`src/rtl/md_pkg.sv`:
```
// Shared definitions for the iterative multiply/divide engine: operation codes,
// FSM state encoding and small operation-decode helpers.
package md_pkg;

    localparam logic [2:0] MD_MULT  = 3'd0;
    localparam logic [2:0] MD_MULTU = 3'd1;
    localparam logic [2:0] MD_DIV   = 3'd2;
    localparam logic [2:0] MD_DIVU  = 3'd3;
    localparam logic [2:0] MD_MADD  = 3'd4;
    localparam logic [2:0] MD_MADDU = 3'd5;
    localparam logic [2:0] MD_MSUB  = 3'd6;
    localparam logic [2:0] MD_MSUBU = 3'd7;

    typedef enum logic [2:0] {
        ST_IDLE = 3'd0,
        ST_DIV0 = 3'd1,
        ST_BUSY = 3'd2,
        ST_ACC  = 3'd3,
        ST_DONE = 3'd4
    } md_state_e;

    // Even op codes are the signed variants.
    function automatic logic is_signed(input logic [2:0] op);
        return ~op[0];
    endfunction

    // DIV and DIVU share the pattern 01x.
    function automatic logic is_div(input logic [2:0] op);
        return ~op[2] & op[1];
    endfunction

endpackage

```
`src/rtl/muldiv_unit_if.sv`:
```
// EX-stage <-> multiply/divide engine handshake and data bundle.
// master = EX stage, slave = muldiv_unit.
interface muldiv_unit_if #(parameter int XLEN = 32);
    logic                start_i;
    logic                annul_i;
    logic [2:0]          op_i;
    logic [XLEN-1:0]     opdata1_i;
    logic [XLEN-1:0]     opdata2_i;
    logic [2*XLEN-1:0]   hilo_i;
    logic [2*XLEN-1:0]   result_o;
    logic                ready_o;
    logic                busy_o;
    logic                div_zero_o;

    modport master (
        output start_i, annul_i, op_i, opdata1_i, opdata2_i, hilo_i,
        input  result_o, ready_o, busy_o, div_zero_o
    );

    modport slave (
        input  start_i, annul_i, op_i, opdata1_i, opdata2_i, hilo_i,
        output result_o, ready_o, busy_o, div_zero_o
    );
endinterface

```
`src/rtl/muldiv_negate.sv`:
```
// Conditional two's-complement of a W-bit value; used for operand absolute
// values and for the final sign fix-up of products, quotients and remainders.
module muldiv_negate #(
    parameter int W = 64
) (
    input  logic         neg_i,
    input  logic [W-1:0] val_i,
    output logic [W-1:0] val_o
);

    // Pass through, or invert-and-increment when negation is requested.
    always_comb begin
        if (neg_i) begin
            val_o = ~val_i + {{(W-1){1'b0}}, 1'b1};
        end else begin
            val_o = val_i;
        end
    end

endmodule

```
`src/rtl/muldiv_unit.sv`:
```
// Iterative multiply/divide engine: one shift-add (MUL) or restoring
// subtract-shift (DIV) step per cycle on a shared 2*XLEN shift register.
// Optional feature macro: MULDIV_ACC_EN adds MADD/MADDU/MSUB/MSUBU through an
// extra ACC state; without it op codes 4-7 behave as MULT/MULTU.
module muldiv_unit
    import md_pkg::*;
#(
    parameter int XLEN  = 32,
    parameter int CNT_W = 6
) (
    input  logic          clk,
    input  logic          rst,
    muldiv_unit_if.slave  md
);

    md_state_e           state_q, state_d;
    logic [CNT_W-1:0]    cnt_q, cnt_d;
    logic [2:0]          op_q, op_d;
    logic                s1_q, s1_d;
    logic                s2_q, s2_d;
    logic [XLEN-1:0]     op2_q, op2_d;
    logic [2*XLEN-1:0]   acc_q, acc_d;
    logic [2*XLEN-1:0]   result_q, result_d;
    logic                ready_q, ready_d;
    logic                busy_q, busy_d;
    logic                dz_q, dz_d;

    logic [2:0]          op_eff_s;
    logic                accept_s;
    logic                sgn_in_s;
    logic                zero_div_s;
    logic [XLEN-1:0]     abs1_s, abs2_s;
    logic                op_div_s;
    logic                last_step_s;
    logic                acc_mode_s;
    logic [XLEN:0]       add_a_s, add_b_s, sum_s;
    logic                ge_s;
    logic [2*XLEN-1:0]   step_s;
    logic                neg_res_s, neg_rem_s;
    logic [2*XLEN-1:0]   prod_fix_s;
    logic [XLEN-1:0]     quo_fix_s, rem_fix_s;
    logic [2*XLEN-1:0]   fixed_s;
    logic [2*XLEN-1:0]   acc_sum_s;

`ifdef MULDIV_ACC_EN
    assign op_eff_s   = md.op_i;
    assign acc_mode_s = op_q[2];
    assign acc_sum_s  = op_q[1] ? (md.hilo_i - acc_q) : (md.hilo_i + acc_q);
`else
    logic unused_hilo_s;
    assign op_eff_s      = md.op_i[2] ? {2'b00, md.op_i[0]} : md.op_i;
    assign acc_mode_s    = 1'b0;
    assign acc_sum_s     = acc_q;
    assign unused_hilo_s = ^md.hilo_i;
`endif

    assign accept_s    = (state_q == ST_IDLE) && md.start_i && !md.annul_i;
    assign sgn_in_s    = is_signed(op_eff_s);
    assign zero_div_s  = is_div(op_eff_s) && (md.opdata2_i == {XLEN{1'b0}});
    assign op_div_s    = is_div(op_q);
    assign last_step_s = (cnt_q == CNT_W'(XLEN - 1));

    muldiv_negate #(.W(XLEN)) u_abs1 (
        .neg_i (sgn_in_s & md.opdata1_i[XLEN-1]),
        .val_i (md.opdata1_i),
        .val_o (abs1_s)
    );

    muldiv_negate #(.W(XLEN)) u_abs2 (
        .neg_i (sgn_in_s & md.opdata2_i[XLEN-1]),
        .val_i (md.opdata2_i),
        .val_o (abs2_s)
    );

    // Shared (XLEN+1)-bit adder: adds the multiplicand into HI for MUL,
    // subtracts the divisor from the shifted partial remainder for DIV.
    always_comb begin
        if (op_div_s) begin
            add_a_s = {1'b0, acc_q[2*XLEN-2:XLEN-1]};
        end else begin
            add_a_s = {1'b0, acc_q[2*XLEN-1:XLEN]};
        end
        add_b_s = {1'b0, op2_q};
        sum_s   = add_a_s + (add_b_s ^ {(XLEN+1){op_div_s}}) + {{XLEN{1'b0}}, op_div_s};
        // The bit shifted out of the remainder guarantees the subtraction fits.
        ge_s    = acc_q[2*XLEN-1] | ~sum_s[XLEN];
    end

    // One iteration: restoring divide step or shift-add multiply step.
    always_comb begin
        if (op_div_s) begin
            step_s = {(ge_s ? sum_s[XLEN-1:0] : acc_q[2*XLEN-2:XLEN-1]),
                      acc_q[XLEN-2:0], ge_s};
        end else if (acc_q[0]) begin
            step_s = {sum_s, acc_q[XLEN-1:1]};
        end else begin
            step_s = {1'b0, acc_q[2*XLEN-1:1]};
        end
    end

    assign neg_res_s = is_signed(op_q) & (s1_q ^ s2_q);
    assign neg_rem_s = is_signed(op_q) & s1_q;

    muldiv_negate #(.W(2*XLEN)) u_fix_prod (
        .neg_i (neg_res_s),
        .val_i (step_s),
        .val_o (prod_fix_s)
    );

    muldiv_negate #(.W(XLEN)) u_fix_quo (
        .neg_i (neg_res_s),
        .val_i (step_s[XLEN-1:0]),
        .val_o (quo_fix_s)
    );

    muldiv_negate #(.W(XLEN)) u_fix_rem (
        .neg_i (neg_rem_s),
        .val_i (step_s[2*XLEN-1:XLEN]),
        .val_o (rem_fix_s)
    );

    assign fixed_s = op_div_s ? {rem_fix_s, quo_fix_s} : prod_fix_s;

    // FSM state register.
    always_ff @(posedge clk or posedge rst) begin
        if (rst) begin
            state_q <= ST_IDLE;
        end else begin
            state_q <= state_d;
        end
    end

    // FSM next-state logic; annul always returns to IDLE.
    always_comb begin
        state_d = state_q;
        case (state_q)
            ST_IDLE: begin
                if (accept_s) begin
                    state_d = zero_div_s ? ST_DIV0 : ST_BUSY;
                end else begin
                    state_d = ST_IDLE;
                end
            end
            ST_DIV0: begin
                state_d = md.annul_i ? ST_IDLE : ST_DONE;
            end
            ST_BUSY: begin
                if (md.annul_i) begin
                    state_d = ST_IDLE;
                end else if (last_step_s) begin
                    state_d = acc_mode_s ? ST_ACC : ST_DONE;
                end else begin
                    state_d = ST_BUSY;
                end
            end
            ST_ACC: begin
                state_d = md.annul_i ? ST_IDLE : ST_DONE;
            end
            ST_DONE: begin
                if (!md.start_i || md.annul_i) begin
                    state_d = ST_IDLE;
                end else begin
                    state_d = ST_DONE;
                end
            end
            default: begin
                state_d = ST_IDLE;
            end
        endcase
    end

    // FSM output and datapath next-value logic.
    always_comb begin
        cnt_d    = cnt_q;
        op_d     = op_q;
        s1_d     = s1_q;
        s2_d     = s2_q;
        op2_d    = op2_q;
        acc_d    = acc_q;
        result_d = result_q;
        dz_d     = dz_q;
        busy_d   = 1'b0;
        ready_d  = 1'b0;
        case (state_q)
            ST_IDLE: begin
                if (accept_s) begin
                    op_d  = op_eff_s;
                    s1_d  = sgn_in_s & md.opdata1_i[XLEN-1];
                    s2_d  = sgn_in_s & md.opdata2_i[XLEN-1];
                    op2_d = abs2_s;
                    acc_d = {{XLEN{1'b0}}, abs1_s};
                    cnt_d = {CNT_W{1'b0}};
                    dz_d  = 1'b0;
                end else begin
                    acc_d = acc_q;
                end
            end
            ST_DIV0: begin
                acc_d  = {(2*XLEN){1'b0}};
                dz_d   = ~md.annul_i;
                busy_d = ~md.annul_i;
            end
            ST_BUSY: begin
                cnt_d  = cnt_q + {{(CNT_W-1){1'b0}}, 1'b1};
                acc_d  = last_step_s ? fixed_s : step_s;
                busy_d = ~md.annul_i;
            end
            ST_ACC: begin
                acc_d  = acc_sum_s;
                busy_d = ~md.annul_i;
            end
            ST_DONE: begin
                if (md.start_i && !md.annul_i) begin
                    ready_d  = 1'b1;
                    result_d = acc_q;
                end else begin
                    ready_d  = 1'b0;
                end
            end
            default: begin
                busy_d  = 1'b0;
                ready_d = 1'b0;
            end
        endcase
    end

    // Datapath and registered-output flops.
    always_ff @(posedge clk or posedge rst) begin
        if (rst) begin
            cnt_q    <= {CNT_W{1'b0}};
            op_q     <= 3'd0;
            s1_q     <= 1'b0;
            s2_q     <= 1'b0;
            op2_q    <= {XLEN{1'b0}};
            acc_q    <= {(2*XLEN){1'b0}};
            result_q <= {(2*XLEN){1'b0}};
            ready_q  <= 1'b0;
            busy_q   <= 1'b0;
            dz_q     <= 1'b0;
        end else begin
            cnt_q    <= cnt_d;
            op_q     <= op_d;
            s1_q     <= s1_d;
            s2_q     <= s2_d;
            op2_q    <= op2_d;
            acc_q    <= acc_d;
            result_q <= result_d;
            ready_q  <= ready_d;
            busy_q   <= busy_d;
            dz_q     <= dz_d;
        end
    end

    assign md.result_o   = result_q;
    assign md.ready_o    = ready_q;
    assign md.busy_o     = busy_q;
    assign md.div_zero_o = dz_q;

endmodule

```
`src/flat_wrapper.sv`:
```
// flat-port wrapper written by rule: the top's interface ports become plain ports
module muldiv_unit_flat import md_pkg::*;
#(
    parameter int XLEN  = 32,
    parameter int CNT_W = 6
)
  (clk, rst, md_start_i, md_annul_i, md_op_i, md_opdata1_i, md_opdata2_i, md_hilo_i, md_result_o, md_ready_o, md_busy_o, md_div_zero_o);
  muldiv_unit_if #(.XLEN(XLEN)) md_i ();
  input  logic clk;
  input  logic rst;
  input wire logic [$bits(md_i.start_i)-1:0] md_start_i;
  input wire logic [$bits(md_i.annul_i)-1:0] md_annul_i;
  input wire logic [$bits(md_i.op_i)-1:0] md_op_i;
  input wire logic [$bits(md_i.opdata1_i)-1:0] md_opdata1_i;
  input wire logic [$bits(md_i.opdata2_i)-1:0] md_opdata2_i;
  input wire logic [$bits(md_i.hilo_i)-1:0] md_hilo_i;
  output wire logic [$bits(md_i.result_o)-1:0] md_result_o;
  output wire logic [$bits(md_i.ready_o)-1:0] md_ready_o;
  output wire logic [$bits(md_i.busy_o)-1:0] md_busy_o;
  output wire logic [$bits(md_i.div_zero_o)-1:0] md_div_zero_o;
  assign md_i.start_i = md_start_i;
  assign md_i.annul_i = md_annul_i;
  assign md_i.op_i = md_op_i;
  assign md_i.opdata1_i = md_opdata1_i;
  assign md_i.opdata2_i = md_opdata2_i;
  assign md_i.hilo_i = md_hilo_i;
  assign md_result_o = md_i.result_o;
  assign md_ready_o = md_i.ready_o;
  assign md_busy_o = md_i.busy_o;
  assign md_div_zero_o = md_i.div_zero_o;
  muldiv_unit #(.XLEN(XLEN), .CNT_W(CNT_W)) u_core (.clk(clk), .rst(rst), .md(md_i));
endmodule
```
`config.mk`:
```
export PLATFORM = sky130hd
export DESIGN_NAME = muldiv_unit_flat
export DESIGN_NICKNAME = d
export VERILOG_FILES = /design/src/rtl/md_pkg.sv /design/src/rtl/muldiv_unit_if.sv /design/src/rtl/muldiv_negate.sv /design/src/rtl/muldiv_unit.sv /design/src/flat_wrapper.sv
export SDC_FILE = /design/constraint.sdc
export NUM_CORES = 1
export LEC_CHECK = 0
export ABC_AREA = 1
export BUFFER_PORTS_ARGS = -buffer_cell sky130_fd_sc_hd__buf_4
export CAP_MARGIN = 25
export CORE_MARGIN = 5
export CORE_UTILIZATION = 45
export CTS_BUF_LIST = sky130_fd_sc_hd__clkbuf_4 sky130_fd_sc_hd__clkbuf_8 sky130_fd_sc_hd__clkbuf_16
export DETAILED_ROUTE_END_ITERATION = 6
export HOLD_SLACK_MARGIN = 0.1
export SLEW_MARGIN = 20
export SYNTH_ARGS = -nofsm -noshare
export SYNTH_HDL_FRONTEND = slang
export SYNTH_SLANG_ARGS = --single-unit
```
`constraint.sdc`:
```
create_clock -name clk -period 12 [get_ports clk]
set_clock_uncertainty 0.05 [all_clocks]
set_input_delay 0.6 -clock clk [delete_from_list [all_inputs] [get_ports clk]]
set_output_delay 0.6 -clock clk [all_outputs]
set_load 0.03 [all_outputs]
```
==> out/qor.csv, run 1 <==
stage,metric,value,unit
run_status,run status,finished clean,
grt,initial antenna violation count,0,
finish,Layout fillers,3707,
yosys,Main synth FF type,dfrtp_1,
sta,RSZ-0062 raised after global routing,false,
clock_network,CTS tree,done,
power,sw frac,55.1,%
floorplan,Die H,196,um
hold_path,type of the most critical hold path,in2async,
placement,Final Wtd Congestion,0.968,
yosys,post-synthesis simple-gate area fraction,36.6,%
yosys,syn nets,2713,
placement,post-place setup slack,5360,ps
sta,Final min period,6790,ps
yosys,post-synthesis compound-gate area fraction,15.8,%
finish,share of post-route cells with drive strength above 1,9.54,%
sta,Final Worst Setup Slack,5210,ps
routing,detailed-router iteration count before antenna repair,7,
power,Reg power frac,20.8,%
yosys,Post-synth ARST share,100,%
floorplan,row cnt,68,
sta,Final Cycle Share,56.6,%
routing,Via density,5.30,
yosys,post-synthesis sequential area ratio,28.4,%
floorplan,Core Box Area,34300,um2
worst_setup_path,CP startpoint,u_core.op_q[1]$_DFFE_PP0P_,
yosys,syn avg cell area,6.11,um2
grt,first-pass GRT wire length,83.9,mm
routing,Initial DRC Count,1312,
yosys,"Cell Area, Synth",15500,um2
worst_setup_path,CP endpoint,u_core.acc_q[60]$_DFFE_PP0P_,
sta,Max Fclk,147,MHz
worst_setup_path,Worst R2R Start,u_core.op_q[1]$_DFFE_PP0P_,
yosys,Synth Area in XOR/XNOR,5.47,%
floorplan,Initial Utilization,45.3,%
worst_setup_path,most frequent CP cell,nand2_1,
power,Pint,1.75,mW
power,switching power,2.15,mW
routing,final WL,53.5,mm
worst_setup_path,Critical R2R Capture,u_core.acc_q[60]$_DFFE_PP0P_,
placement,dpl hpwl,42.9,mm
sta,Tightest Pin Transition,946,ps
worst_setup_path,Reg2Reg Setup Slack,5210,ps
grt,pin count of the biggest net entering global routing,93,
power,PwrDens,224,nW/um2
worst_setup_path,critical path arrival,7080,ps
worst_setup_path,WP data required,12300,ps
clock_network,clk root buf,clkbuf_16,
routing,vias,16354,
yosys,Synth Instances,2540,
yosys,#FFs+latches synth,176,
worst_setup_path,CP Capture Type,register,
floorplan,Die X,196,um
sta,setup TNS,0,ps
worst_setup_path,crit path max fanout,81,
sta,endpoints failing hold,0,
placement,placed insts,3055,
grt,GRT overflow,0,
yosys,"EDFF count, synth",0,
clock_network,post-CTS setup buffer count,0,
clock_network,Clock transition at path regs,80,ps
yosys,post-synthesis adder-cell area fraction,3.11,%
floorplan,I/O pin count,202,
clock_network,CTS Buf Count,17,
sta,"Slew Viols, Final",0,
sta,hold_ws,110,ps
yosys,Syn. warnings,0,
yosys,main combinational cell family by area after synthesis,simple AND/OR/NAND/NOR gates,
clock_network,clk_lat worst skew,470,ps
clock_network,Hold Buf Count CTS,0,
worst_setup_path,Worst path depth,26,
power,part of the power in the clock network,15.0,%
flow_run,maxcap violations,0,
worst_setup_path,worst reg-to-reg path cell count,26,
worst_setup_path,CP top delay family,simple AND/OR/NAND/NOR gates,
placement,PortBufs,137,
worst_setup_path,CP Class,reg2reg,
grt,Tot GR Track Use,27.6,%
finish,Final nets,2792,
worst_setup_path,WP buf/inv,4,
clock_network,post-cts sizing count,0,
clock_network,H-tree levels,4,
finish,Layout Cells excl Fill,3087,
clock_network,CTS sink count,176,
worst_setup_path,max incr delay on CP,970,ps
power,Lkg Pwr,9.05,nW
finish,Synth-to-Final Area Change,12.4,%
grt,vias in the first global route,15176,
clock_network,clock buffer depth,2,
routing,antenna-violating nets left,0,
routing,number of remaining DRC errors,0,
worst_setup_path,CP Launch Type,register,
worst_setup_path,CP max-delay cell,dfrtp_4,
yosys,post-synth cell types,55,
finish,diodes inserted,0,
power,Worst VDD drop,0.000118,V
floorplan,die area,38300,um2
sta,endpoints failing setup,0,
power,combinational power share,64.2,%
routing,drt wl/cell,17.3,um
sta,Worst slew margin,36.7,%
yosys,post-synthesis mux area share,0.0645,%
[final cells by class]
class                      count  area, um2  share of cell area, %
inverter                     318       1200                   6.87
sequential                   176       4410                   25.3
timing repair buffer         154       1160                   6.63
multi-input combinational   1952       9510                   54.5
clock inverter                15        170                  0.976
clock buffer                  17        425                   2.44
tap                          455        569                   3.26
[Yosys cell counts (2+ instances only)]
| master | n | area [um2] |
|---|---|---|
| nor2_1 | 249 | 935 |
| o22ai_1 | 12 | 75.1 |
| nand2_4 | 3 | 33.8 |
| nand4_1 | 21 | 131 |
| xor2_1 | 76 | 666 |
| ha_1 | 37 | 463 |
| o21ai_0 | 239 | 1200 |
| o211ai_1 | 2 | 15.0 |
| buf_2 | 19 | 95.1 |
| a31oi_1 | 11 | 68.8 |
| buf_1 | 7 | 26.3 |
| o21bai_1 | 11 | 82.6 |
| a21oi_2 | 5 | 43.8 |
| a2bb2oi_1 | 3 | 26.3 |
| nor3_2 | 2 | 20.0 |
| and2_1 | 11 | 68.8 |
| o31ai_1 | 2 | 15.0 |
| inv_1 | 312 | 1170 |
| clkbuf_1 | 58 | 218 |
| a21boi_2 | 2 | 22.5 |
| a21o_1 | 4 | 30.0 |
| buf_4 | 2 | 15.0 |
| nand2_2 | 13 | 81.3 |
| dfrtp_1 | 176 | 4400 |
| nor3_1 | 31 | 155 |
| or2_2 | 6 | 37.5 |
| nand3b_1 | 12 | 90.1 |
| buf_6 | 8 | 90.1 |
| inv_2 | 5 | 18.8 |
| a22oi_1 | 25 | 188 |
| o41ai_1 | 2 | 17.5 |
| o21ai_1 | 23 | 115 |
| nor2_2 | 15 | 93.8 |
| nand2_1 | 847 | 3180 |
| nand3_1 | 146 | 731 |
| a21oi_1 | 98 | 490 |
| xnor2_1 | 21 | 184 |
| nor4_1 | 7 | 43.8 |
[stage by stage]
| stage | cell area [um2] | util, % | power (mW) |
|---|---|---|---|
| after detailed placement | 16800 | 49.1 | 3.29 |
| after CTS | 17400 | 50.9 | 3.89 |
| final | 17400 | 50.9 | 3.90 |
| after global routing | 17400 | 50.9 | 4.24 |
| after global placement | 16800 | 49.1 | 3.27 |
| after floorplan | 15500 | - | 2.59 |
[how the worst min path moves through the flow]
stage | start | endpoint | slack (ps)
floorplan | u_core.cnt_q[5]$_DFFE_PP0P_ | u_core.cnt_q[5]$_DFFE_PP0P_ | 400
global placement | u_core.cnt_q[5]$_DFFE_PP0P_ | u_core.cnt_q[5]$_DFFE_PP0P_ | 410
detailed placement | u_core.md.result_o[55]$_DFFE_PP0P_ | u_core.md.result_o[55]$_DFFE_PP0P_ | 420
CTS | rst | u_core.op2_q[9]$_DFFE_PP0P_ | 120
global route | rst | u_core.op2_q[9]$_DFFE_PP0P_ | 150
finish | rst | u_core.op2_q[9]$_DFFE_PP0P_ | 110
[worst register-to-register path: stages (launching register included)]
cell     delay [ps]
dfrtp_4         970
buf_4           740
o21ai_0         370
ha_1            440
nand2_2         120
inv_2            30
a21oi_1         190
nand2_1         140
a21oi_2         230
nand2_4         110
o21ai_4         730
nand2_4         130
inv_1           130
ha_1            200
inv_1           100
nor3_4          270
nand2_1         220
nor4_2          220
nand4_1         220
nor2_1          170
nand2_1          80
nand2_1         100
nand2_1         100
nor2_2          240
nand2_1         130
a21oi_1         160
o21ai_1          80
[state kept, by name, indices dropped and copies added, names as in the netlist]
register / count
u_core.acc_q: 64
u_core.md.result_o: 64
u_core.op2_q: 32
u_core.cnt_q: 6
u_core.state_q: 3
u_core.op_q: 2
u_core.md.busy_o: 1
u_core.md.div_zero_o: 1
u_core.md.ready_o: 1
u_core.s1_q: 1
u_core.s2_q: 1
[layout by cell type, fill, tap and decap left out, types with 2 or more instances in the layout]
cell / n
o21ai_0: 239
nor3_2: 4
o21ai_1: 23
nand3b_1: 12
nand3_1: 144
o211ai_1: 2
inv_1: 311
nor4_1: 7
o31ai_1: 2
o21bai_1: 11
inv_6: 3
dfrtp_1: 175
a2bb2oi_1: 3
buf_4: 154
o22ai_1: 12
nand2_2: 13
nand2_1: 847
a31oi_1: 11
nand4_1: 21
clkinv_4: 3
a22oi_1: 25
clkbuf_16: 17
xor2_1: 76
o41ai_1: 2
or2_2: 6
ha_1: 37
a21o_1: 4
nor2_2: 16
inv_8: 6
nand3_4: 2
a21boi_2: 2
nand2_4: 3
nor2_4: 2
inv_2: 5
xnor2_1: 21
and2_1: 11
nor2_1: 247
a21oi_2: 5
a21oi_1: 98
nor3_1: 29
[power groups by stage]
stage	clock network (mW)	logic (mW)	registers, mW
after floorplan	0	1.81	0.780
after CTS	0.593	2.48	0.809
final	0.586	2.50	0.810
after global placement	0	2.46	0.816
after global routing	0.615	2.80	0.826
after detailed placement	0	2.47	0.820
[metal layers]
metal | global-route usage (%) | share of wire, %
met5 | 0 | 0
met4 | 7.09 | 2.1
met3 | 4.77 | 6.4
met2 | 41.2 | 42
met1 | 41.5 | 49
[kinds of logic (layout without fill, tap and decap cells)]
group / Yosys count / after routing
AO/OA/AOI/OAI: 446 / 446
AND/OR/NAND/NOR: 1370 / 1370
XOR/XNOR: 97 / 97
adder cells (fa/ha/maj): 38 / 38
buffers and inverters: 412 / 504
multiplexers: 1 / 1
flip-flops: 176 / 176
Note: power is estimated with default switching activity, not from simulation.
==> run 2, diff against run 1 <==
clock period = 6.6 ns   (was 12 ns; I/O delays follow)
==> run 2 against run 1 <==
Against the previous run: clock power rose by 81%; critical path depth up 2; critical endpoint is now u_core.acc_q[56]$_DFFE_PP0P_; sequential share of layout area shrank 0.18 points.
==> out/qor.csv, run 2 (synthesis gave the netlist of run 1 again) <==
stage,metric,value,unit,change
sta,endpoints failing hold,0,,unchanged
finish,final instance area,17600,um2,+0.70%
floorplan,Core Box Area,34300,um2,unchanged
clock_network,clock buffer depth,2,,unchanged
sta,"Slew Viols, Final",0,,unchanged
floorplan,die area,38300,um2,unchanged
sta,setup TNS,0,ps,unchanged
routing,drt wl/cell,17.8,um,+2.8%
routing,final WL,55.2,mm,+3.2%
sta,Tightest Pin Transition,995,ps,+49.4 ps
finish,post-layout utilization of the core,51.2,%,+0.36 points
worst_setup_path,critical path arrival,5900,ps,-1180 ps
run_status,run status,finished clean,,
placement,dpl hpwl,43.5,mm,+1.3%
clock_network,Clock transition at path regs,80,ps,about the same
worst_setup_path,WP data required,6900,ps,-5400 ps
clock_network,post-CTS setup buffer count,0,,unchanged
flow_run,maxcap violations,0,,unchanged
grt,Tot GR Track Use,28.4,%,+0.84 points
grt,first-pass GRT wire length,85.8,mm,+2.3%
hold_path,type of the most critical hold path,in2reg,,
sta,Max Fclk,179,MHz,+21%
clock_network,post-cts sizing count,0,,unchanged
clock_network,clk root buf,clkbuf_16,,
routing,antenna-violating nets left,0,,unchanged
routing,Initial DRC Count,1448,,+10%
clock_network,CTS Buf Count,17,,unchanged
routing,vias,16471,,+0.72%
finish,share of post-route cells with drive strength above 1,9.68,%,+0.15 points
floorplan,Die H,196,um,unchanged
grt,initial antenna violation count,0,,unchanged
grt,GRT overflow,0,,unchanged
placement,Final Wtd Congestion,0.962,,-0.61%
floorplan,Initial Utilization,45.3,%,unchanged
sta,Worst slew margin,33.7,%,-3.1 points
worst_setup_path,CP Capture Type,register,,
worst_setup_path,CP max-delay cell,dfrtp_4,,
finish,"commonest non-fill, non-tap cell in the layout",nand2_1,,
routing,Via density,5.31,,+0.33%
floorplan,row cnt,68,,unchanged
worst_setup_path,crit path max fanout,62,,-23%
worst_setup_path,CP Launch Type,register,,
routing,detailed-router iteration count before antenna repair,7,,unchanged
clock_network,clk_lat worst skew,470,ps,about the same
power,Lkg Pwr,9.11,nW,+0.65%
power,PwrDens,406,nW/um2,+81%
finish,Final nets,2804,,+0.43%
worst_setup_path,CP Class,reg2reg,,
clock_network,CTS sink count,176,,unchanged
routing,number of remaining DRC errors,0,,unchanged
sta,Final Cycle Share,84.9,%,+28 points
placement,placed cell area,16900,um2,+0.25%
finish,diodes inserted,0,,unchanged
worst_setup_path,max incr delay on CP,860,ps,-110 ps
grt,vias in the first global route,15425,,+1.6%
power,Worst VDD drop,0.000212,V,+79%
clock_network,CTS tree,done,,
sta,Final min period,5600,ps,-1190 ps
sta,hold_ws,126,ps,+15.9 ps
worst_setup_path,most frequent CP cell,nand2_1,,
floorplan,Die X,196,um,unchanged
clock_network,H-tree levels,4,,unchanged
sta,RSZ-0062 raised after global routing,false,,
placement,PortBufs,137,,unchanged
clock_network,Hold Buf Count CTS,7,,+7
finish,Synth-to-Final Area Change,13.2,%,
sta,endpoints failing setup,0,,unchanged
grt,pin count of the biggest net entering global routing,108,,+16%
finish,"commonest non-fill, non-tap cells in the layout","nand2_1, inv_1, nor2_1",,
floorplan,I/O pin count,202,,unchanged
worst_setup_path,Reg2Reg Setup Slack,1000,ps,-4210 ps
[run 2: cell types whose count changed in the layout (fill, tap and decap cells not counted)]
cell / previous run / this run
inv_6: 3 / 5
inv_8: 6 / 4
buf_4: 154 / 157
dlygate4sd3_1: 0 / 7
buf_8: 0 / 1
buf_12: 0 / 1
[run 2: critical path, delay by kind of cell (launching register included)]
kind / cells / cell delay [ps]
XOR/XNOR: 1 / 500
adder cells (fa/ha/maj): 2 / 590
flip-flops: 1 / 860
AND/OR/NAND/NOR: 19 / 2500
AO/OA/AOI/OAI: 3 / 430
buffers and inverters: 3 / 520
[run 2: metal layers]
layer | vias up | wire length (um) | part of all wire, % | track usage (%)
li1 | 8283 | - | - | -
met3 | 62 | 3420 | 6.2 | 3.62
met2 | 500 | 23100 | 42 | 42.0
met1 | 7626 | 27500 | 50 | 43.8
met5 | - | 0 | 0 | 0
met4 | 0 | 1240 | 2.2 | 7.58
[run 2: worst paths after layout]
kind                                                   startpoint                                 end  cells past startpoint
worst max-delay path                   u_core.op_q[1]$_DFFE_PP0P_        u_core.acc_q[56]$_DFFE_PP0P_                     28
worst min-delay path                              md_opdata2_i[2]         u_core.op2_q[2]$_DFFE_PP0P_                      3
min in group asynchronous                                     rst         u_core.op2_q[9]$_DFFE_PP0P_                      3
max in group asynchronous                                     rst  u_core.md.result_o[10]$_DFFE_PP0P_                      4
worst min register to register  u_core.md.result_o[1]$_DFFE_PP0P_   u_core.md.result_o[1]$_DFFE_PP0P_                      2
worst max register to register         u_core.op_q[1]$_DFFE_PP0P_        u_core.acc_q[56]$_DFFE_PP0P_                     28
[run 2: cell type report]
type | count | area (um2)
Clock inverter | 15 | 165
Inverter | 318 | 1200
Fill cell | 3648 | 16700
Tap cell | 455 | 569
Sequential cell | 176 | 4410
Timing Repair Buffer | 166 | 1280
Clock buffer | 17 | 425
Multi-Input combinational cell | 1952 | 9510
[run 2: metrics by stage]
step / std cells / total power [mW] / setup WS [ps]
2_1_floorplan: 2540 / 4.71 / 1410
3_3_place_gp: 3059 / 5.96 / 1250
3_5_place_dp: 3059 / 6.00 / 1180
4_1_cts: 3098 / 7.09 / 1130
5_1_grt: 3099 / 7.77 / 722
6_report: 3099 / 7.12 / 998
[run 2: power by group]
group	leakage, nW	switching, mW	internal (mW)	total (mW)
Combinational	6.53	3.23	1.37	4.59
Clock	0.289	0.518	0.539	1.06
Sequential	2.29	0.188	1.29	1.48
==> run 3, diff against run 2 <==
PLACE_DENSITY = 0.67   (was not set)
clock period = 4.8 ns   (was 6.6 ns; I/O delays follow)
==> run 3 against run 2 <==
Against the previous run: largest cell class unchanged; via count increased by 2.4%; sequential power increased by 37%; largest power group unchanged; utilization increased by 3.3 points; flip-flop and latch count unchanged.
==> out/qor.csv, run 3 (synthesis gave the netlist of run 1 again) <==
stage,metric,value,unit,change
clock_network,H-tree levels,4,,unchanged
sta,endpoints failing setup,0,,unchanged
routing,final WL,57.3,mm,+3.8%
power,Design Power,10.5,mW,+47%
finish,"commonest non-fill, non-tap cells in the layout","nand2_1, inv_1, nor2_1",,
sta,Final Cycle Share,95.2,%,+10 points
power,Worst VDD drop,0.000281,V,+33%
worst_setup_path,CP top delay family,simple AND/OR/NAND/NOR gates,,
floorplan,Core Box Area,34300,um2,unchanged
grt,pin count of the biggest net entering global routing,114,,+5.6%
worst_setup_path,most frequent CP cell,nand2_1,,
clock_network,clk_lat worst skew,460,ps,about the same
clock_network,Clock transition at path regs,80,ps,about the same
placement,PortBufs,137,,unchanged
placement,dpl hpwl,45.6,mm,+4.9%
floorplan,Die H,196,um,unchanged
sta,Final min period,4570,ps,-1030 ps
power,Lkg Pwr,9.71,nW,+6.6%
flow_run,maxcap violations,0,,unchanged
worst_setup_path,WP buf/inv,5,,+2
worst_setup_path,crit path max fanout,22,,-65%
run_status,run status,finished clean,,
worst_setup_path,critical path arrival,4820,ps,-1080 ps
routing,Initial DRC Count,1282,,-11%
worst_setup_path,CP Launch Type,register,,
clock_network,clock buffer depth,2,,unchanged
worst_setup_path,CP Capture Type,register,,
worst_setup_path,CP Class,reg2reg,,
clock_network,CTS Buf Count,17,,unchanged
sta,setup TNS,0,ps,unchanged
floorplan,I/O pin count,202,,unchanged
routing,Via density,5.24,,-1.5%
power,PwrDens,561,nW/um2,+38%
sta,hold_ws,123,ps,-3.53 ps
worst_setup_path,Reg2Reg Setup Slack,230,ps,-770 ps
sta,Worst slew margin,38.7,%,+5.1 points
clock_network,CTS sink count,176,,unchanged
sta,endpoints failing hold,0,,unchanged
worst_setup_path,CP max-delay cell,dfrtp_4,,
routing,antenna-violating nets left,0,,unchanged
worst_setup_path,WP data required,5050,ps,-1850 ps
routing,drt wl/cell,17.8,um,-0.21%
grt,first-pass GRT wire length,89.6,mm,+4.4%
sta,Max Fclk,219,MHz,+23%
grt,Tot GR Track Use,29.6,%,+1.2 points
finish,Final nets,2928,,+4.4%
finish,Synth-to-Final Area Change,20.5,%,
sta,Tightest Pin Transition,919,ps,-76.1 ps
grt,vias in the first global route,15973,,+3.6%
finish,diodes inserted,0,,unchanged
finish,Multi-input gate area,9580,um2,+0.68%
finish,Sequential Area,4410,um2,unchanged
sta,RSZ-0062 raised after global routing,true,,
finish,share of post-route cells with drive strength above 1,13.0,%,+3.3 points
clock_network,CTS tree,done,,
grt,initial antenna violation count,0,,unchanged
routing,detailed-router iteration count before antenna repair,5,,-2
clock_network,clk root buf,clkbuf_16,,
floorplan,Die X,196,um,unchanged
floorplan,Initial Utilization,45.3,%,unchanged
hold_path,type of the most critical hold path,in2reg,,
floorplan,row cnt,68,,unchanged
finish,"commonest non-fill, non-tap cell in the layout",nand2_1,,
worst_setup_path,max incr delay on CP,560,ps,-300 ps
routing,number of remaining DRC errors,0,,unchanged
grt,GRT overflow,0,,unchanged
placement,Final Wtd Congestion,0.997,,+3.6%
sta,"Slew Viols, Final",0,,unchanged
routing,vias,16874,,+2.4%
floorplan,die area,38300,um2,unchanged
finish,Layout fillers,3559,,-2.4%
## run 3: report_power, final
| group | internal (mW) | switching (mW) | total (mW) |
|---|---|---|---|
| clock network | 0.745 | 0.716 | 1.46 |
| logic | 2.37 | 4.62 | 6.99 |
| registers | 1.77 | 0.256 | 2.03 |
| total | 4.89 | 5.59 | 10.5 |
## run 3: metrics by stage
stage | cell area, um2 | util (%) | setup slack [ps] | cells
global placement | 17600 | 51.3 | 267 | 3147
finish | 18700 | 54.5 | 231 | 3223
floorplan | 15600 | - | -55.1 | 2540
CTS | 18600 | 54.2 | 156 | 3220
detailed placement | 17600 | 51.3 | 203 | 3147
global route | 18700 | 54.5 | -57.7 | 3223
## run 3: final cells by class
class	instances	area share, %
well taps	455	3.04
inverters	318	6.40
clock buffers	17	2.28
clock inverters	15	0.930
flip-flops and latches	176	23.6
multi-input cells	1952	51.2
repair buffers	290	12.5
## run 3: worst paths after layout
check / depth (start not counted) / to / from
worst max register to register: 28 / u_core.acc_q[38]$_DFFE_PP0P_ / u_core.op_q[1]$_DFFE_PP0P_
max in group asynchronous: 4 / u_core.op2_q[21]$_DFFE_PP0P_ / rst
worst min-delay path: 5 / u_core.state_q[0]$_DFF_PP0_ / md_op_i[1]
min in group asynchronous: 4 / u_core.cnt_q[2]$_DFFE_PP0P_ / rst
worst max-delay path: 28 / u_core.acc_q[38]$_DFFE_PP0P_ / u_core.op_q[1]$_DFFE_PP0P_
worst min register to register: 1 / u_core.cnt_q[5]$_DFFE_PP0P_ / u_core.cnt_q[5]$_DFFE_PP0P_
## run 3: repair_timing
| item | 4_1_cts | 5_1_grt |
|---|---|---|
| setup endpoints to repair | 0 | 21 |
| gates resized for setup | 0 | 18 |
| hold buffers | 41 | 0 |
| endpoints found under the hold margin | 166 | 0 |
| setup buffers | 0 | 2 |
## run 3: worst reg2reg max path: cells and delay by family (launching register included)
kind,cells,cell delay [ps]
buffers and inverters,5,600
AOI/OAI and AO/OA,5,690
DFF,1,560
xor gates and xnor gates,1,290
adders and majority gates,2,520
and+or+nand+nor,15,1710
## run 3: metal layers
metal	track usage (%)	routed length (um)	up-vias
met2	46.0	25300	485
met1	43.6	27400	7798
met4	7.29	1270	0
li1	-	-	8529
met5	0	0	-
met3	4.28	3280	62
